==> src/rtl/aq_spsram_bist_pkg.sv <==
// Shared definitions for the single-port SRAM March C- self-test controller:
// FSM encoding, element indices and the per-element march table.
package aq_spsram_bist_pkg;

    typedef enum logic [1:0] {
        ST_IDLE  = 2'd0,
        ST_RUN   = 2'd1,
        ST_DRAIN = 2'd2,
        ST_DONE  = 2'd3
    } bist_state_e;

    localparam int ELEM_W = 3;

    localparam logic [ELEM_W-1:0] ELEM_E0 = 3'd0;
    localparam logic [ELEM_W-1:0] ELEM_E1 = 3'd1;
    localparam logic [ELEM_W-1:0] ELEM_E2 = 3'd2;
    localparam logic [ELEM_W-1:0] ELEM_E3 = 3'd3;
    localparam logic [ELEM_W-1:0] ELEM_E4 = 3'd4;
    localparam logic [ELEM_W-1:0] ELEM_E5 = 3'd5;

    // March table, one bit per element index (bit n = element En).
    // Bits 6 and 7 are unused padding so any 3-bit index is in range.
    //   E0 up(w0) E1 up(r0,w1) E2 up(r1,w0) E3 dn(r0,w1) E4 dn(r1,w0) E5 up(r0)
    localparam logic [7:0] MARCH_DIR_DOWN  = 8'b0001_1000;
    localparam logic [7:0] MARCH_RD_BG     = 8'b0001_0100;
    localparam logic [7:0] MARCH_WR_BG     = 8'b0000_1010;
    localparam logic [7:0] MARCH_HAS_READ  = 8'b0011_1110;
    localparam logic [7:0] MARCH_HAS_WRITE = 8'b0001_1111;

endpackage

==> src/rtl/aq_spsram_bist_cmp.sv <==
// Read-data compare pipeline for the SRAM self-test: expected/valid stage,
// sticky fail flag and, with AQ_SPSRAM_BIST_DIAG_EN, first-failure capture.
module aq_spsram_bist_cmp
    import aq_spsram_bist_pkg::*;
#(
    parameter int DATA_WIDTH = 32
`ifdef AQ_SPSRAM_BIST_DIAG_EN
    ,
    parameter int ADDR_WIDTH = 11
`endif
) (
    input  logic                  clk,
    input  logic                  rst_n,
    input  logic                  clear,
    input  logic                  rd_en,
    input  logic                  rd_exp_bg,
`ifdef AQ_SPSRAM_BIST_DIAG_EN
    input  logic [ADDR_WIDTH-1:0] rd_addr,
    input  logic [ELEM_W-1:0]     rd_elem,
`endif
    input  logic [DATA_WIDTH-1:0] ram_q,
    output logic                  fail
`ifdef AQ_SPSRAM_BIST_DIAG_EN
    ,
    output logic [ADDR_WIDTH-1:0] fail_addr,
    output logic [ELEM_W-1:0]     fail_elem,
    output logic [DATA_WIDTH-1:0] fail_data
`endif
);

    logic [DATA_WIDTH-1:0] exp_q, exp_d;
    logic                  vld_q, vld_d;
    logic                  fail_q, fail_d;
    logic                  mismatch;

    // ram_q for the read issued last cycle is valid now, so compare against
    // the expectation registered alongside that read.
    always_comb begin
        exp_d    = exp_q;
        vld_d    = rd_en & ~clear;
        if (rd_en) begin
            exp_d = {DATA_WIDTH{rd_exp_bg}};
        end
        mismatch = vld_q && (ram_q != exp_q);
        fail_d   = clear ? 1'b0 : (fail_q | mismatch);
    end

    always_ff @(posedge clk or negedge rst_n) begin
        if (!rst_n) begin
            exp_q  <= '0;
            vld_q  <= 1'b0;
            fail_q <= 1'b0;
        end else begin
            exp_q  <= exp_d;
            vld_q  <= vld_d;
            fail_q <= fail_d;
        end
    end

    assign fail = fail_q;

`ifdef AQ_SPSRAM_BIST_DIAG_EN
    logic [ADDR_WIDTH-1:0] pipe_addr_q, pipe_addr_d;
    logic [ELEM_W-1:0]     pipe_elem_q, pipe_elem_d;
    logic [ADDR_WIDTH-1:0] fail_addr_q, fail_addr_d;
    logic [ELEM_W-1:0]     fail_elem_q, fail_elem_d;
    logic [DATA_WIDTH-1:0] fail_data_q, fail_data_d;

    // Only the first mismatch of a run is kept; later ones leave it alone.
    always_comb begin
        pipe_addr_d = pipe_addr_q;
        pipe_elem_d = pipe_elem_q;
        fail_addr_d = fail_addr_q;
        fail_elem_d = fail_elem_q;
        fail_data_d = fail_data_q;
        if (rd_en) begin
            pipe_addr_d = rd_addr;
            pipe_elem_d = rd_elem;
        end
        if (clear) begin
            fail_addr_d = '0;
            fail_elem_d = '0;
            fail_data_d = '0;
        end else if (mismatch && !fail_q) begin
            fail_addr_d = pipe_addr_q;
            fail_elem_d = pipe_elem_q;
            fail_data_d = ram_q;
        end
    end

    always_ff @(posedge clk or negedge rst_n) begin
        if (!rst_n) begin
            pipe_addr_q <= '0;
            pipe_elem_q <= '0;
            fail_addr_q <= '0;
            fail_elem_q <= '0;
            fail_data_q <= '0;
        end else begin
            pipe_addr_q <= pipe_addr_d;
            pipe_elem_q <= pipe_elem_d;
            fail_addr_q <= fail_addr_d;
            fail_elem_q <= fail_elem_d;
            fail_data_q <= fail_data_d;
        end
    end

    assign fail_addr = fail_addr_q;
    assign fail_elem = fail_elem_q;
    assign fail_data = fail_data_q;
`endif

endmodule

==> src/rtl/aq_spsram_bist_ctrl.sv <==
// March C- self-test initiator for a single-port SRAM wrapper (A/CEN/D/GWEN/WEN/Q).
// Define AQ_SPSRAM_BIST_DIAG_EN to add first-failure address/element/data outputs.
module aq_spsram_bist_ctrl
    import aq_spsram_bist_pkg::*;
#(
    parameter int ADDR_WIDTH = 11,
    parameter int DATA_WIDTH = 32
) (
    input  logic                  forever_cpuclk,
    input  logic                  cpurst_b,
    input  logic                  bist_start,
    output logic                  bist_busy,
    output logic                  bist_done,
    output logic                  bist_fail,
    output logic [ADDR_WIDTH-1:0] ram_a,
    output logic                  ram_cen,
    output logic                  ram_gwen,
    output logic [DATA_WIDTH-1:0] ram_wen,
    output logic [DATA_WIDTH-1:0] ram_d,
    input  logic [DATA_WIDTH-1:0] ram_q
`ifdef AQ_SPSRAM_BIST_DIAG_EN
    ,
    output logic [ADDR_WIDTH-1:0] bist_fail_addr,
    output logic [2:0]            bist_fail_elem,
    output logic [DATA_WIDTH-1:0] bist_fail_data
`endif
);

    localparam logic [ADDR_WIDTH-1:0] ADDR_MAX = '1;

    bist_state_e           state_q, state_d;
    logic [ELEM_W-1:0]     elem_q, elem_d;
    logic [ADDR_WIDTH-1:0] addr_q, addr_d;
    logic                  phase_q, phase_d;
    logic                  busy_q, busy_d;
    logic                  done_q, done_d;

    logic [ADDR_WIDTH-1:0] ram_a_q, ram_a_d;
    logic                  ram_cen_q, ram_cen_d;
    logic                  ram_gwen_q, ram_gwen_d;
    logic [DATA_WIDTH-1:0] ram_wen_q, ram_wen_d;
    logic [DATA_WIDTH-1:0] ram_d_q, ram_d_d;

    logic                  start_acc;
    logic                  cur_down;
    logic                  addr_last;
    logic [ELEM_W-1:0]     elem_inc;
    logic                  wr_d;
    logic                  rd_en;
    logic                  rd_exp_bg;

    // Sequencing: elem/addr/phase always name the access currently on the bus.
    // phase 0 is the read half and phase 1 the write half of a r/w pair.
    always_comb begin
        state_d   = state_q;
        elem_d    = elem_q;
        addr_d    = addr_q;
        phase_d   = phase_q;
        busy_d    = busy_q;
        done_d    = done_q;
        start_acc = 1'b0;
        elem_inc  = elem_q + 1'b1;
        cur_down  = MARCH_DIR_DOWN[elem_q];
        addr_last = cur_down ? (addr_q == '0) : (addr_q == ADDR_MAX);

        case (state_q)
            ST_IDLE, ST_DONE: begin
                if (bist_start) begin
                    start_acc = 1'b1;
                    state_d   = ST_RUN;
                    elem_d    = ELEM_E0;
                    addr_d    = MARCH_DIR_DOWN[ELEM_E0] ? ADDR_MAX : '0;
                    phase_d   = 1'b0;
                    busy_d    = 1'b1;
                    done_d    = 1'b0;
                end
            end
            ST_RUN: begin
                if (MARCH_HAS_READ[elem_q] && MARCH_HAS_WRITE[elem_q] && !phase_q) begin
                    phase_d = 1'b1;
                end else begin
                    phase_d = 1'b0;
                    if (addr_last) begin
                        if (elem_q == ELEM_E5) begin
                            state_d = ST_DRAIN;
                        end else begin
                            elem_d = elem_inc;
                            addr_d = MARCH_DIR_DOWN[elem_inc] ? ADDR_MAX : '0;
                        end
                    end else begin
                        addr_d = cur_down ? (addr_q - 1'b1) : (addr_q + 1'b1);
                    end
                end
            end
            ST_DRAIN: begin
                state_d = ST_DONE;
                busy_d  = 1'b0;
                done_d  = 1'b1;
            end
            default: begin
                state_d = ST_IDLE;
            end
        endcase
    end

    // The bus is decoded from the next sequencer values so the registered
    // ram_* outputs line up with the state they belong to.
    always_comb begin
        wr_d       = MARCH_HAS_WRITE[elem_d] && (!MARCH_HAS_READ[elem_d] || phase_d);
        ram_a_d    = '0;
        ram_cen_d  = 1'b1;
        ram_gwen_d = 1'b0;
        ram_wen_d  = '0;
        ram_d_d    = '0;
        if (state_d == ST_RUN) begin
            ram_a_d    = addr_d;
            ram_cen_d  = 1'b0;
            ram_gwen_d = wr_d;
            if (wr_d) begin
                ram_wen_d = '1;
                ram_d_d   = {DATA_WIDTH{MARCH_WR_BG[elem_d]}};
            end
        end
    end

    always_ff @(posedge forever_cpuclk or negedge cpurst_b) begin
        if (!cpurst_b) begin
            state_q    <= ST_IDLE;
            elem_q     <= '0;
            addr_q     <= '0;
            phase_q    <= 1'b0;
            busy_q     <= 1'b0;
            done_q     <= 1'b0;
            ram_a_q    <= '0;
            ram_cen_q  <= 1'b1;
            ram_gwen_q <= 1'b0;
            ram_wen_q  <= '0;
            ram_d_q    <= '0;
        end else begin
            state_q    <= state_d;
            elem_q     <= elem_d;
            addr_q     <= addr_d;
            phase_q    <= phase_d;
            busy_q     <= busy_d;
            done_q     <= done_d;
            ram_a_q    <= ram_a_d;
            ram_cen_q  <= ram_cen_d;
            ram_gwen_q <= ram_gwen_d;
            ram_wen_q  <= ram_wen_d;
            ram_d_q    <= ram_d_d;
        end
    end

    assign rd_en     = ~ram_cen_q & ~ram_gwen_q;
    assign rd_exp_bg = MARCH_RD_BG[elem_q];

`ifdef AQ_SPSRAM_BIST_DIAG_EN
    aq_spsram_bist_cmp #(
        .DATA_WIDTH (DATA_WIDTH),
        .ADDR_WIDTH (ADDR_WIDTH)
    ) u_cmp (
        .clk       (forever_cpuclk),
        .rst_n     (cpurst_b),
        .clear     (start_acc),
        .rd_en     (rd_en),
        .rd_exp_bg (rd_exp_bg),
        .rd_addr   (ram_a_q),
        .rd_elem   (elem_q),
        .ram_q     (ram_q),
        .fail      (bist_fail),
        .fail_addr (bist_fail_addr),
        .fail_elem (bist_fail_elem),
        .fail_data (bist_fail_data)
    );
`else
    aq_spsram_bist_cmp #(
        .DATA_WIDTH (DATA_WIDTH)
    ) u_cmp (
        .clk       (forever_cpuclk),
        .rst_n     (cpurst_b),
        .clear     (start_acc),
        .rd_en     (rd_en),
        .rd_exp_bg (rd_exp_bg),
        .ram_q     (ram_q),
        .fail      (bist_fail)
    );
`endif

    assign bist_busy = busy_q;
    assign bist_done = done_q;
    assign ram_a     = ram_a_q;
    assign ram_cen   = ram_cen_q;
    assign ram_gwen  = ram_gwen_q;
    assign ram_wen   = ram_wen_q;
    assign ram_d     = ram_d_q;

endmodule

==> config.mk <==
export PLATFORM = sky130hd
export DESIGN_NAME = aq_spsram_bist_ctrl
export DESIGN_NICKNAME = d
export VERILOG_FILES = /design/src/rtl/aq_spsram_bist_pkg.sv /design/src/rtl/aq_spsram_bist_cmp.sv /design/src/rtl/aq_spsram_bist_ctrl.sv
export SDC_FILE = /design/constraint.sdc
export NUM_CORES = 1
export LEC_CHECK = 0
export CORE_MARGIN = 8
export CORE_UTILIZATION = 48
export DETAILED_ROUTE_END_ITERATION = 16
export PLACE_DENSITY = 0.87
export SYNTH_ARGS = -nofsm -noshare
export SYNTH_HDL_FRONTEND = slang
export SYNTH_SLANG_ARGS = --single-unit
==> constraint.sdc <==
create_clock -name forever_cpuclk -period 5.9 [get_ports forever_cpuclk]
set_clock_uncertainty 0.15 [all_clocks]
set_input_delay 1.475 -clock forever_cpuclk [delete_from_list [all_inputs] [get_ports forever_cpuclk]]
set_output_delay 1.475 -clock forever_cpuclk [all_outputs]
set_load 0.005 [all_outputs]
==> results.yml, run 1 <==
outcome:
  run_status: "finished, final reports clean"
setup_path:
  reg2reg_slack_ps: 2370
  required_ps: 5930
  cp.depth: 11
  crit_type: "reg2reg"
  cp-start-kind: "flop"
  cp.arrival_ps: 3560
  crit_path_frequent_cell: "ha_1"
  end_kind: "flop"
  cp_num_buf_inv: 1
  crit_family: "compound AO/OA/AOI/OAI gates"
  cp_slowest_cell: "o41ai_1"
  critPathMaxStageDelay_ps: 550
  path_cells: "inv_1, ha_1, mux2_4, ha_1, a211oi_1, a21oi_1, o41ai_1, or4_4, a41oi_2, or2_2, and2_1"
  reg2reg_depth: 11
  cp_max_fo: 14
power_and_ir_drop:
  p_sw_share_pct: 22.08
  intPower_mw: 0.3520
  powerDensity_nw_per_um2: 121.4
  seqPwrFrac_pct: 54.6
  power.leakage_nw: 1.548
  vdd_drop_max_mv: 0.1368
  clkPwrFrac_pct: 37.5
  power.switching_mw: 0.09974
  power_frac_comb_pct: 7.9
die:
  start_util_pct: 49.47
  boundaryPins: 115
  dieArea_um2: 8813
  die_x_um: 93.88
  coreArea_um2: 5886
  rows: 28
  fp.dieH_um: 93.88
clock_network:
  hold_buffers: 0
  cts_tree: "done"
  clk_path_buf_depth: 2
  clockRootBuffer: "clkbuf_8"
  postCtsSetupBuffers: 0
  clock-sinks: 36
  cts_resized: 0
  clk_pin_slew_ps: 70
  worstSkewPairLatency_ps: 290
  cts_inserted_buffers: 5
  cts_htree_levels: 2
sta:
  fin_setup_tns_ps: 0
  setup_viol: 0
  rsz0062_at_grt: "false"
  slew_violations: 0
  worstMarginPinSlew_ps: 861.7
  period_needed_ps: 3528
  fin_crit_sh_pct: 59.80
  maxSlewHeadroom_pct: 42.56
  fmax_mhz: 283.4
  hold_viol: 0
  worst_slack_ps: 2372
cells_and_area:
  nFillCells: 492
  antenna_cells: 0
  synthToLayoutAreaGrowth_pct: 27.80
  nets: 440
  drive_gt1_share_pct: 5.412
  final_cells: 463
placed_design:
  dpl_worst_slack_ps: 2165
  post-dp-hpwl_um: 6330
  numPortBuffers: 114
  gp_congestion: 0.9702
  dp_cells: 455
grt:
  grt_first_pass_wirelength_um: 12400
  grt_max_degree: 37
  grt_usage_pct: 17.36
  grt.busiest_layer: "met2"
  grt_pass1_vias: 2443
  grt_use_met2_pct: 29.11
  grt_remaining_overflow: 0
  grt_util_met3_pct: 5.276
  antenna_found_initial: 0
  use_met1_pct: 20.68
drt:
  drc: 0
  viasPerCell: 5.445
  vias: 2521
  first_iter_violations: 163
  ant_nets: 0
  totalWireLength_um: 7930
  wl_per_cell_um: 17.13
  drt_first_pass_iters: 4
yosys:
  ys_ff_latch: 36
  yosysTopAreaCellShare_pct: 30.08
  synthCells: 336
  syn_avg_cell_area_um2: 8.665
  synth-async-reset-ratio_pct: 100.0
  syn_nets: 389
  synth_warnings: 0
  synth_area_um2: 2912
  synth-edff-count: 0
  yosysSeqAreaShare_pct: 30.98
  synth_cell_types: 55
  yosys_most_used_dff: "dfrtp_1"
  synth.largest_area_cell: "dfrtp_1"
  synth.top_cells.by_area: "dfrtp_1 (30%), buf_4 (16%), ha_1 (7.3%)"
worst_hold_path:
  min_path_cells: 2
  hp-class: "reg2reg"
job:
  max_cap_viol_count: 0
[metal layers]
metal / share of wire [%] / up-vias
li1: - / 1230
met1: 42 / 1176
met2: 46 / 103
met3: 10 / 12
met4: 1.3 / 0
met5: 0 / -
[state kept, by name, summed over array words and instances (netlist names), 2 cells and up]
signal and flops:
state_q 2, addr_q 11, ram_a 11, elem_q 3
[worst paths after layout]
check / start / end
worst min-delay path: u_cmp.vld_q / u_cmp.fail
max in group asynchronous: cpurst_b / ram_cen
worst max register to register: elem_q[1] / ram_a[8]
min in group asynchronous: cpurst_b / elem_q[0]
worst max-delay path: elem_q[1] / ram_a[8]
worst min register to register: u_cmp.vld_q / u_cmp.fail
[kinds of logic after synthesis]
group	Yosys count	synth area share, %
compound gates	77	17.92
xor+xnor	9	2.707
fa+ha+maj	18	7.993
buf+inv	87	19.72
flops	36	30.98
mux	3	1.203
simple gates	106	19.47
[layout by cell type, fill, tap and decap left out, types with 4 or more instances in the layout]
master and instances:
dfrtp_1 35, clkbuf_8 5, ha_1 17, a21oi_1 19, nand2b_1 6, a21o_1 6, nor2b_1 5, a31oi_1 7
nor2_1 22, a22oi_1 4, a211oi_1 5, xnor2_1 7, nand2_1 16, nand4_1 7, nor4_1 7, o21ai_0 15
nor3_1 18, and2_1 7, inv_1 16, nand3_1 7, clkdlybuf4s50_1 114
[tightest hold or removal path, cell delays in order, from the launching register on]
cell	delay [ps]
dfrtp_1	320
a21oi_1	50
a21oi_1	120
[layout make-up]
cell class	instances	area (µm²)	share of cell area [%]
Sequential cell	36	902.1	24.24
Tap cell	75	93.84	2.522
Clock buffer	7	76.32	2.051
Multi-Input combinational cell	213	1435	38.57
Timing Repair Buffer	115	1149	30.87
Inverter	16	60.06	1.614
Clock inverter	1	5.005	0.1345
[Yosys cell counts (all sizes together), types with 2 or more instances]
cell type,n
a211oi,5
a21o,6
a21oi,19
a22oi,4
a31oi,7
and2,7
buf,67
clkbuf,4
dfrtp,35
ha,17
inv,16
mux2i,2
nand2,16
nand2b,6
nand3,7
nand4,7
nor2,22
nor2b,5
nor3,18
nor4,8
o211ai,2
o21ai,16
o21bai,3
o221a,2
o31ai,2
or2,3
or4,2
xnor2,7
xor2,2
[through the flow]
| stage | hold slack [ps] | total power, mW | util, % | area, µm² |
|---|---|---|---|---|
| floorplan | 335.7 | 0.2552 | - | 2912 |
| global placement | 351.1 | 0.2861 | 61.84 | 3640 |
| detailed placement | 385.8 | 0.2872 | 61.84 | 3640 |
| CTS | 402.3 | 0.4566 | 63.22 | 3721 |
| global route | 425.2 | 0.4711 | 63.22 | 3721 |
| finish | 386.9 | 0.4517 | 63.22 | 3721 |
[power groups by stage]
| stage | logic [mW] | registers, mW | clock network [mW] |
|---|---|---|---|
| 2_1_floorplan | 0.00374 | 0.251 | 0 |
| 3_3_place_gp | 0.0347 | 0.251 | 0 |
| 3_5_place_dp | 0.0358 | 0.251 | 0 |
| 4_1_cts | 0.0359 | 0.247 | 0.174 |
| 5_1_grt | 0.0391 | 0.246 | 0.185 |
| 6_report | 0.0355 | 0.247 | 0.169 |
Note: power is estimated with default switching activity, not from simulation.
==> run 2: changes to the inputs <==
Settings changed: CORE_UTILIZATION 48 to 44, PLACE_DENSITY 0.87 to 0.81.
Clock period 5.9 ns to 3.4 ns, I/O delays scaled along.
==> run 2 against run 1 <==
Critical path depth is 1 higher. Flip-flop and latch count unchanged. Via count up 0.32%. Total power grew 71%. Combinational power rose by 74%. Routed wire length fell by 1.7%. Hold slack worse by 11 ps. Highest routed layer unchanged.
==> results.yml, run 2 (synthesis gave the netlist of run 1 again) <==
setup_path:
  cp_max_fo: 10
  required_ps: 3470
  cp.arrival_ps: 3210
  cp-start-kind: "flop"
  end_kind: "flop"
  crit_type: "reg2reg"
die:
  die_x_um: 97.35
  coreArea_um2: 6386
  boundaryPins: 115
  fp.dieH_um: 97.35
  start_util_pct: 45.59
  rows: 29
  dieArea_um2: 9476
cells_and_area:
  nFillCells: 554
  nets: 449
  final_cell_mix: "clkdlybuf4s50_1 (114), dfrtp_1 (34), nor2_1 (22)"
  seq_area_um2: 903.4
  multi_input_area_um2: 1459
  drive_gt1_share_pct: 9.068
  fin_util_pct: 59.76
  antenna_cells: 0
  layout_commonest_cell: "clkdlybuf4s50_1"
  synthToLayoutAreaGrowth_pct: 31.07
outcome:
  run_status: "finished, final reports clean"
clock_network:
  clk_path_buf_depth: 2
  cts_tree: "done"
  cts_inserted_buffers: 5
  clk_pin_slew_ps: 70
  hold_buffers: 0
  clockRootBuffer: "clkbuf_8"
  worstSkewPairLatency_ps: 280
  cts_htree_levels: 2
  clock-sinks: 36
power_and_ir_drop:
  powerDensity_nw_per_um2: 202.2
  power.leakage_nw: 1.606
  vdd_drop_max_mv: 0.2057
  total_power_mw: 0.7718
grt:
  grt_max_degree: 37
  grt_first_pass_wirelength_um: 12580
  grt_remaining_overflow: 0
  antenna_found_initial: 0
  grt_usage_pct: 15.74
  grt_pass1_vias: 2429
placed_design:
  gp_congestion: 0.9505
  post-dp-hpwl_um: 6244
  numPortBuffers: 114
sta:
  hold_viol: 0
  fin_crit_sh_pct: 92.35
  maxSlewHeadroom_pct: 42.57
  worst_hold_slack_ps: 375.5
  worstMarginPinSlew_ps: 861.4
  setup_viol: 0
  slew_violations: 0
  rsz0062_at_grt: "false"
  fin_setup_tns_ps: 0
  period_needed_ps: 3140
  fmax_mhz: 318.5
job:
  max_cap_viol_count: 0
drt:
  viasPerCell: 5.335
  totalWireLength_um: 7793
  vias: 2529
  wl_per_cell_um: 16.44
  first_iter_violations: 121
  ant_nets: 0
  drc: 0
  drt_first_pass_iters: 4
worst_hold_path:
  hp-class: "reg2reg"
[run 2: cell types whose count changed in the layout (fill, tap and decap cells not counted)]
cell and delta:
buf_4 +9, a221oi_1 -1, o41ai_1 -1, nor3_1 -1
nor3_2 +1, o41ai_2 +1, dfrtp_1 -1, ha_1 -2
ha_2 +2, a221oi_2 +1, dfrtp_2 +1
[run 2: path summary, 6_finish.rpt]
path                             start  slack (ps)    endpoint  cells past startpoint
max in group asynchronous     cpurst_b        1940     ram_cen                      2
hold reg to reg            u_cmp.vld_q         380  u_cmp.fail                      2
setup / recovery             elem_q[0]         260    ram_a[8]                     12
setup reg to reg             elem_q[0]         260    ram_a[8]                     12
hold / removal             u_cmp.vld_q         380  u_cmp.fail                      2
min in group asynchronous     cpurst_b         820   addr_q[7]                      2
[run 2: stage by stage]
stage	instance area, µm²	std cells	setup slack, ps
6_report	3816	474	260.1
5_1_grt	3816	474	13.52
2_1_floorplan	2912	336	397.1
3_5_place_dp	3695	464	76.18
4_1_cts	3776	472	40.38
3_3_place_gp	3695	464	217.1
[run 2: where the power goes]
part | switching, mW | internal, mW
registers | 0.00000000000451 | 0.428
logic | 0.0222 | 0.0396
clock network | 0.138 | 0.144
total | 0.160 | 0.611
[run 2: final cells by class]
type                            count  share of cell area [%]
Sequential cell                    36                   23.67
Timing Repair Buffer              124                   31.87
Inverter                           16                   1.574
Multi-Input combinational cell    213                   38.23
Clock inverter                      1                  0.1311
Clock buffer                        7                   2.000
Tap cell                           77                   2.525
[run 2: layer usage]
| layer | track usage, % | up-vias | wire length (µm) |
|---|---|---|---|
| li1 | - | 1253 | - |
| met1 | 18.70 | 1151 | 3226 |
| met2 | 26.56 | 117 | 3719 |
| met3 | 5.761 | 8 | 784 |
| met4 | 3.147 | 0 | 63 |
| met5 | 0 | - | 0 |
[run 2: critical path: stages, from the launching register on]
cell	delay, ps
dfrtp_1	400
inv_1	150
ha_2	240
mux2_4	240
inv_1	70
fa_1	400
nand3b_1	200
a21oi_1	240
o41ai_2	110
or4_4	440
a31oi_1	180
or2_2	140
and2_1	110
[run 2: repair_timing]
item | 4_1_cts | 5_1_grt
buffers inserted | 0 | 2
gates resized for setup | 0 | 6
endpoints found under the hold margin | 0 | 0
setup endpoints to repair | 0 | 5
